### config.mk
export PLATFORM = sky130hd
export DESIGN_NAME = vga_timing_gen
export DESIGN_NICKNAME = d
export VERILOG_FILES = /design/src/rtl/vga_timing_pkg.sv /design/src/rtl/vga_axis_counter.sv /design/src/rtl/vga_timing_gen.sv
export SDC_FILE = /design/constraint.sdc
export NUM_CORES = 1
export LEC_CHECK = 0
export CAP_MARGIN = 20
export CORE_UTILIZATION = 55
export DETAILED_ROUTE_END_ITERATION = 12
export PLACE_DENSITY = 0.84
export SLEW_MARGIN = 10
export SYNTH_ARGS = -nofsm -noshare
export SYNTH_HDL_FRONTEND = slang
export SYNTH_HIERARCHICAL = 1
export SYNTH_SLANG_ARGS = --single-unit
export TNS_END_PERCENT = 1
### constraint.sdc
create_clock -name clk -period 6.5 [get_ports clk]
set_input_delay 0.65 -clock clk [delete_from_list [all_inputs] [get_ports clk]]
set_output_delay 0.65 -clock clk [all_outputs]
set_load 0.02 [all_outputs]
### src/rtl/vga_timing_pkg.sv
// Shared constants, region enum and region decode for the VGA raster timing generator.
// Defaults describe 640x480@60 with a 25.175 MHz pixel rate.
package vga_timing_pkg;

  localparam int COORD_W = 11;

  localparam int DEF_H_ACTIVE = 640;
  localparam int DEF_H_FP     = 16;
  localparam int DEF_H_SYNC   = 96;
  localparam int DEF_H_BP     = 48;
  localparam int DEF_V_ACTIVE = 480;
  localparam int DEF_V_FP     = 10;
  localparam int DEF_V_SYNC   = 2;
  localparam int DEF_V_BP     = 33;

  localparam int DEF_H_TOTAL      = DEF_H_ACTIVE + DEF_H_FP + DEF_H_SYNC + DEF_H_BP;
  localparam int DEF_V_TOTAL      = DEF_V_ACTIVE + DEF_V_FP + DEF_V_SYNC + DEF_V_BP;
  localparam int DEF_H_SYNC_START = DEF_H_ACTIVE + DEF_H_FP;
  localparam int DEF_H_SYNC_END   = DEF_H_SYNC_START + DEF_H_SYNC;
  localparam int DEF_V_SYNC_START = DEF_V_ACTIVE + DEF_V_FP;
  localparam int DEF_V_SYNC_END   = DEF_V_SYNC_START + DEF_V_SYNC;

  typedef enum logic [1:0] {
    RGN_ACTIVE,
    RGN_FP,
    RGN_SYNC,
    RGN_BP
  } axis_rgn_e;

  // Regions are laid out ACTIVE, FP, SYNC, BP from count 0 upwards.
  function automatic axis_rgn_e decode_region(input logic [COORD_W-1:0] c,
                                              input int active,
                                              input int fp,
                                              input int sync);
    int v;
    v = {{(32-COORD_W){1'b0}}, c};
    if (v < active)                   return RGN_ACTIVE;
    else if (v < active + fp)         return RGN_FP;
    else if (v < active + fp + sync)  return RGN_SYNC;
    else                              return RGN_BP;
  endfunction

endpackage

### src/rtl/vga_axis_counter.sv
// One raster axis: a wrapping counter plus region decode of the count it is about to load,
// so the parent can register region-derived levels in step with the count itself.
module vga_axis_counter
  import vga_timing_pkg::*;
#(
  parameter int ACTIVE = DEF_H_ACTIVE,
  parameter int FP     = DEF_H_FP,
  parameter int SYNC   = DEF_H_SYNC,
  parameter int BP     = DEF_H_BP
) (
  input  logic               clk,
  input  logic               rst,
  input  logic               inc,
  output logic [COORD_W-1:0] cnt,
  output logic               wrap,
  output axis_rgn_e          region
);

  localparam int                 TOTAL = ACTIVE + FP + SYNC + BP;
  localparam logic [COORD_W-1:0] LAST  = COORD_W'(TOTAL - 1);

  logic [COORD_W-1:0] r_cnt;
  logic [COORD_W-1:0] w_cnt_nxt;
  logic               w_wrap;

  assign w_wrap = (r_cnt == LAST);

  // NOTE: every variable gets a default at the top of always_comb so no path can infer a latch.
  always_comb begin
    w_cnt_nxt = r_cnt;
    if (inc) begin
      w_cnt_nxt = w_wrap ? '0 : r_cnt + 1'b1;
    end
  end

  // NOTE: sequential state uses non-blocking assignments so all flops update together at the edge.
  always_ff @(posedge clk) begin
    if (rst) begin
      r_cnt <= LAST;
    end else begin
      r_cnt <= w_cnt_nxt;
    end
  end

  assign cnt    = r_cnt;
  assign wrap   = w_wrap;
  assign region = decode_region(w_cnt_nxt, ACTIVE, FP, SYNC);

endmodule

### src/rtl/vga_timing_gen.sv
// VGA raster timing generator: pixel coordinates, sync levels, active flag, line/frame strobes
// and a frame counter, all registered and describing the same (vga_x, vga_y).
module vga_timing_gen
  import vga_timing_pkg::*;
#(
  parameter int H_ACTIVE = DEF_H_ACTIVE,
  parameter int H_FP     = DEF_H_FP,
  parameter int H_SYNC   = DEF_H_SYNC,
  parameter int H_BP     = DEF_H_BP,
  parameter int V_ACTIVE = DEF_V_ACTIVE,
  parameter int V_FP     = DEF_V_FP,
  parameter int V_SYNC   = DEF_V_SYNC,
  parameter int V_BP     = DEF_V_BP,
  parameter bit SYNC_POL = 1'b0
) (
  input  logic               clk,
  input  logic               rst,
  input  logic               pix_ce,
  output logic [COORD_W-1:0] vga_x,
  output logic [COORD_W-1:0] vga_y,
  output logic               hsync,
  output logic               vsync,
  output logic               active,
  output logic               line_start,
  output logic               frame_start,
  output logic [15:0]        frame_cnt
);

  localparam int H_TOTAL = H_ACTIVE + H_FP + H_SYNC + H_BP;
  localparam int V_TOTAL = V_ACTIVE + V_FP + V_SYNC + V_BP;

  if (H_ACTIVE <= 0 || H_FP <= 0 || H_SYNC <= 0 || H_BP <= 0 ||
      V_ACTIVE <= 0 || V_FP <= 0 || V_SYNC <= 0 || V_BP <= 0 ||
      H_TOTAL > 2048 || V_TOTAL > 2048) begin : g_bad_params
    $error("vga_timing_gen: timing parameters must be non-zero with totals <= 2048");
  end

  logic [COORD_W-1:0] w_h_cnt, w_v_cnt;
  logic               w_h_wrap, w_v_wrap;
  axis_rgn_e          w_h_rgn, w_v_rgn;
  logic               w_v_inc;
  logic               w_enter_line, w_enter_frame;

  assign w_v_inc       = pix_ce & w_h_wrap;
  assign w_enter_line  = pix_ce & w_h_wrap;
  assign w_enter_frame = w_enter_line & w_v_wrap;

  vga_axis_counter #(
    .ACTIVE (H_ACTIVE),
    .FP     (H_FP),
    .SYNC   (H_SYNC),
    .BP     (H_BP)
  ) u_h_axis (
    .clk    (clk),
    .rst    (rst),
    .inc    (pix_ce),
    .cnt    (w_h_cnt),
    .wrap   (w_h_wrap),
    .region (w_h_rgn)
  );

  vga_axis_counter #(
    .ACTIVE (V_ACTIVE),
    .FP     (V_FP),
    .SYNC   (V_SYNC),
    .BP     (V_BP)
  ) u_v_axis (
    .clk    (clk),
    .rst    (rst),
    .inc    (w_v_inc),
    .cnt    (w_v_cnt),
    .wrap   (w_v_wrap),
    .region (w_v_rgn)
  );

  logic        r_hsync, r_vsync, r_active;
  logic        r_line_start, r_frame_start;
  logic [15:0] r_frame_cnt;
  logic        r_first_frame;

  // Regions are decoded from the counts being loaded this edge, so levels land with the new count.
  always_ff @(posedge clk) begin
    if (rst) begin
      r_hsync       <= ~SYNC_POL;
      r_vsync       <= ~SYNC_POL;
      r_active      <= 1'b0;
      r_line_start  <= 1'b0;
      r_frame_start <= 1'b0;
      r_frame_cnt   <= '0;
      r_first_frame <= 1'b1;
    end else begin
      r_hsync       <= (w_h_rgn == RGN_SYNC) ? SYNC_POL : ~SYNC_POL;
      r_vsync       <= (w_v_rgn == RGN_SYNC) ? SYNC_POL : ~SYNC_POL;
      r_active      <= (w_h_rgn == RGN_ACTIVE) && (w_v_rgn == RGN_ACTIVE);
      r_line_start  <= w_enter_line;
      r_frame_start <= w_enter_frame;
      // The entry to (0,0) straight out of reset starts frame 0 and is not counted.
      if (w_enter_frame) begin
        r_first_frame <= 1'b0;
        if (!r_first_frame) begin
          r_frame_cnt <= r_frame_cnt + 16'd1;
        end
      end
    end
  end

  assign vga_x       = w_h_cnt;
  assign vga_y       = w_v_cnt;
  assign hsync       = r_hsync;
  assign vsync       = r_vsync;
  assign active      = r_active;
  assign line_start  = r_line_start;
  assign frame_start = r_frame_start;
  assign frame_cnt   = r_frame_cnt;

endmodule
==> results.yml <==
routing:
  viasPerCell: 5.77
  drt-pass1-iter-count: 4
  vias: 2032
  drt_iter0_drc: 148
  ant_nets: 0
  routedWlPerCell_microns: 14.5
  drc: 0
  routed_wl_microns: 5100
synth:
  yosys-top-cells-count: "dfxtp_1, nor2_1, nand2_1"
  synth_top_cell_area_share_pct: 37.9
  synth_edf_count: 0
  synth_most_common_cell: "dfxtp_1"
  synth.avg_cell_area_sq_um: 8.94
  syn_area_sq_um: 2320
  synth.area.top_cells: "dfxtp_1, xnor2_1, nor2_1"
  ys_warn_count: 6
  yosys.area.top_type: "dfxtp_1"
  synth-seq-cells: 44
  ys_types: 61
  ys_async_sr_fraction_pct: 0
  synth_nets: 267
  synth_cells: 260
  ys_seq_area_share_pct: 37.9
  ys.flop_type: "dfxtp_1"
timing:
  setup_viol: 0
  finalCritPeriodShare_pct: 51.7
  max_freq_mhz: 297
  worstMarginPinSlew_ns: 0.532
  finalCriticalPeriod_ns: 3.36
  finalHoldViolations: 0
  drv_slew: 0
  rsz0062_at_grt: "false"
  max-slew-margin-rel_pct: 64.2
  fin_skew_ns: 0.00319
  finalSetupTns_ns: 0
clocking:
  cts_setup_buffers: 0
  ctsResizeCount: 0
  cts-htree-levels: 2
  cts-root-buf: "clkbuf_8"
  cts_buffers: 5
  clk_latency_ns: 0.30
  cts_hold_buf: 0
  clk_path_buf_depth: 2
  cts_tree: "built"
  cts_num_sinks: 44
  cts.clk_slew.worst_paths_ns: 0.08
die:
  die_h_microns: 67.0
  dieArea_sq_um: 4490
  start_util_pct: 57.7
  io_pins: 46
  fp.coreArea_sq_um: 4030
  num_rows: 23
  die_x_microns: 67.0
worst_setup_path:
  cp.required_ns: 6.70
  critPathLaunchType: "flop"
  worstSetupEndpointType: "flop"
  crit_path_max_incr_delay_ns: 0.46
  path_cells: "ha_1, and4_4, nand2_1, nor2_2, nand2_4, inv_1, nand3_1, nor4_1, a311o_1, o31ai_1, nor4b_1"
  critPathSlowestCell: "nor4_1"
  critPathMaxFanout: 14
  worst-setup-path-type: "reg -> reg"
  crit_arrival_ns: 3.56
placement:
  dp_hpwl_microns: 3490
  place_congestion: 0.877
  portBuffers: 45
  place_area_sq_um: 2760
grt:
  grt_max_degree: 37
  grt_use_met3_pct: 5.65
  grt_pass1_wl_microns: 7990
  grt_use_met1_pct: 30.9
  grt_use_total_pct: 23.6
  busiest_layer: "met2"
  grt_use_met2_pct: 37.3
  grt_overflow: 0
  antenna_found_initial: 0
  grt_pass1_vias: 1724
power:
  ir_drop_uv: 173
  p_total_mw: 0.682
  leakagePower_nw: 1.04
  power_density_nw_per_um2: 238
cells_and_area:
  final_area_sq_um: 2870
  fin_nets: 308
  layout-drive-gt1-share_pct: 9.60
  fillCellCount: 331
  diodes: 0
  area_delta_synth_final_pct: 23.4
run:
  max_cap_viol_count: 0
run_status:
  status: "completed"
hold_path:
  hp-class: "reg -> reg"
-- critical path, delay by kind of cell (launching register included) --
family	cells	cell delay, ns
AOI/OAI and AO/OA	2	0.45
adders and majority gates	1	0.25
buffers and inverters	1	0.32
DFF	1	0.45
and+or+nand+nor	7	1.78
-- per-layer routing --
layer	vias to the layer above	routed length (microns)	part of all wire (%)
li1	1017	-	-
met1	957	2360	46
met2	49	2450	48
met3	9	212	4.2
met4	0	74	1.5
met5	-	0	0
-- power breakdown --
group          total (mW)  switching (mW)  internal [mW]
clock               0.204          0.0903          0.114
sequential          0.307          0.0226          0.285
combinational       0.171          0.0942         0.0765
-- flip-flops by register name, indices dropped and copies added (netlist names) --
name / cells
frame_cnt: 16
hsync: 1
r_first_frame: 1
active: 1
u_v_axis/cnt: 11
frame_start: 1
u_h_axis/cnt: 11
line_start: 1
vsync: 1
-- final timing paths --
check | endpoint | depth (start not counted) | startpoint | slack, ns
max | active | 11 | u_h_axis/cnt[0] | 3.14
max reg2reg | active | 11 | u_h_axis/cnt[0] | 3.14
min reg2reg | r_first_frame | 1 | r_first_frame | 0.51
min | r_first_frame | 1 | r_first_frame | 0.51
-- per-stage QoR --
stage               std cells  hold slack [ns]  utilization, %  setup slack [ns]
floorplan                 260            0.459               -              3.58
global placement          344            0.481            68.5              3.27
detailed placement        344            0.488            68.5              3.16
CTS                       352            0.510            71.2              3.21
global route              352            0.547            71.2              2.89
finish                    352            0.513            71.2              3.14
-- kinds of logic after synthesis --
kind of cell	synth area share (%)
AO/OA/AOI/OAI	14.3
adder cells (fa/ha/maj)	2.15
XOR/XNOR	9.04
multiplexers	1.51
flip-flops	37.9
AND/OR/NAND/NOR	30.0
buffers and inverters	5.06
-- cell type report --
type,count,area [sq um],share of cell area [%]
sequential,44,881,30.7
clock inverter,2,35.0,1.22
tap,50,62.6,2.18
multi-input combinational,195,1330,46.2
timing repair buffer,46,458,16.0
clock buffer,6,72.6,2.53
inverter,9,33.8,1.18
-- cell usage in the layout (no fill, tap or decap), types with 4 or more instances in the layout --
master / count
a21o_1: 4
a21oi_1: 8
and3_1: 4
clkbuf_8: 5
clkdlybuf4s50_1: 45
dfxtp_1: 44
ha_1: 4
inv_1: 9
nand2_1: 17
nand2b_1: 5
nand3_1: 12
nand4_1: 6
nor2_1: 33
nor3_1: 4
nor4_1: 4
o21ai_0: 8
o31ai_1: 5
or3_1: 4
xnor2_1: 15
xor2_1: 9
(Power assumes the default switching activity.)
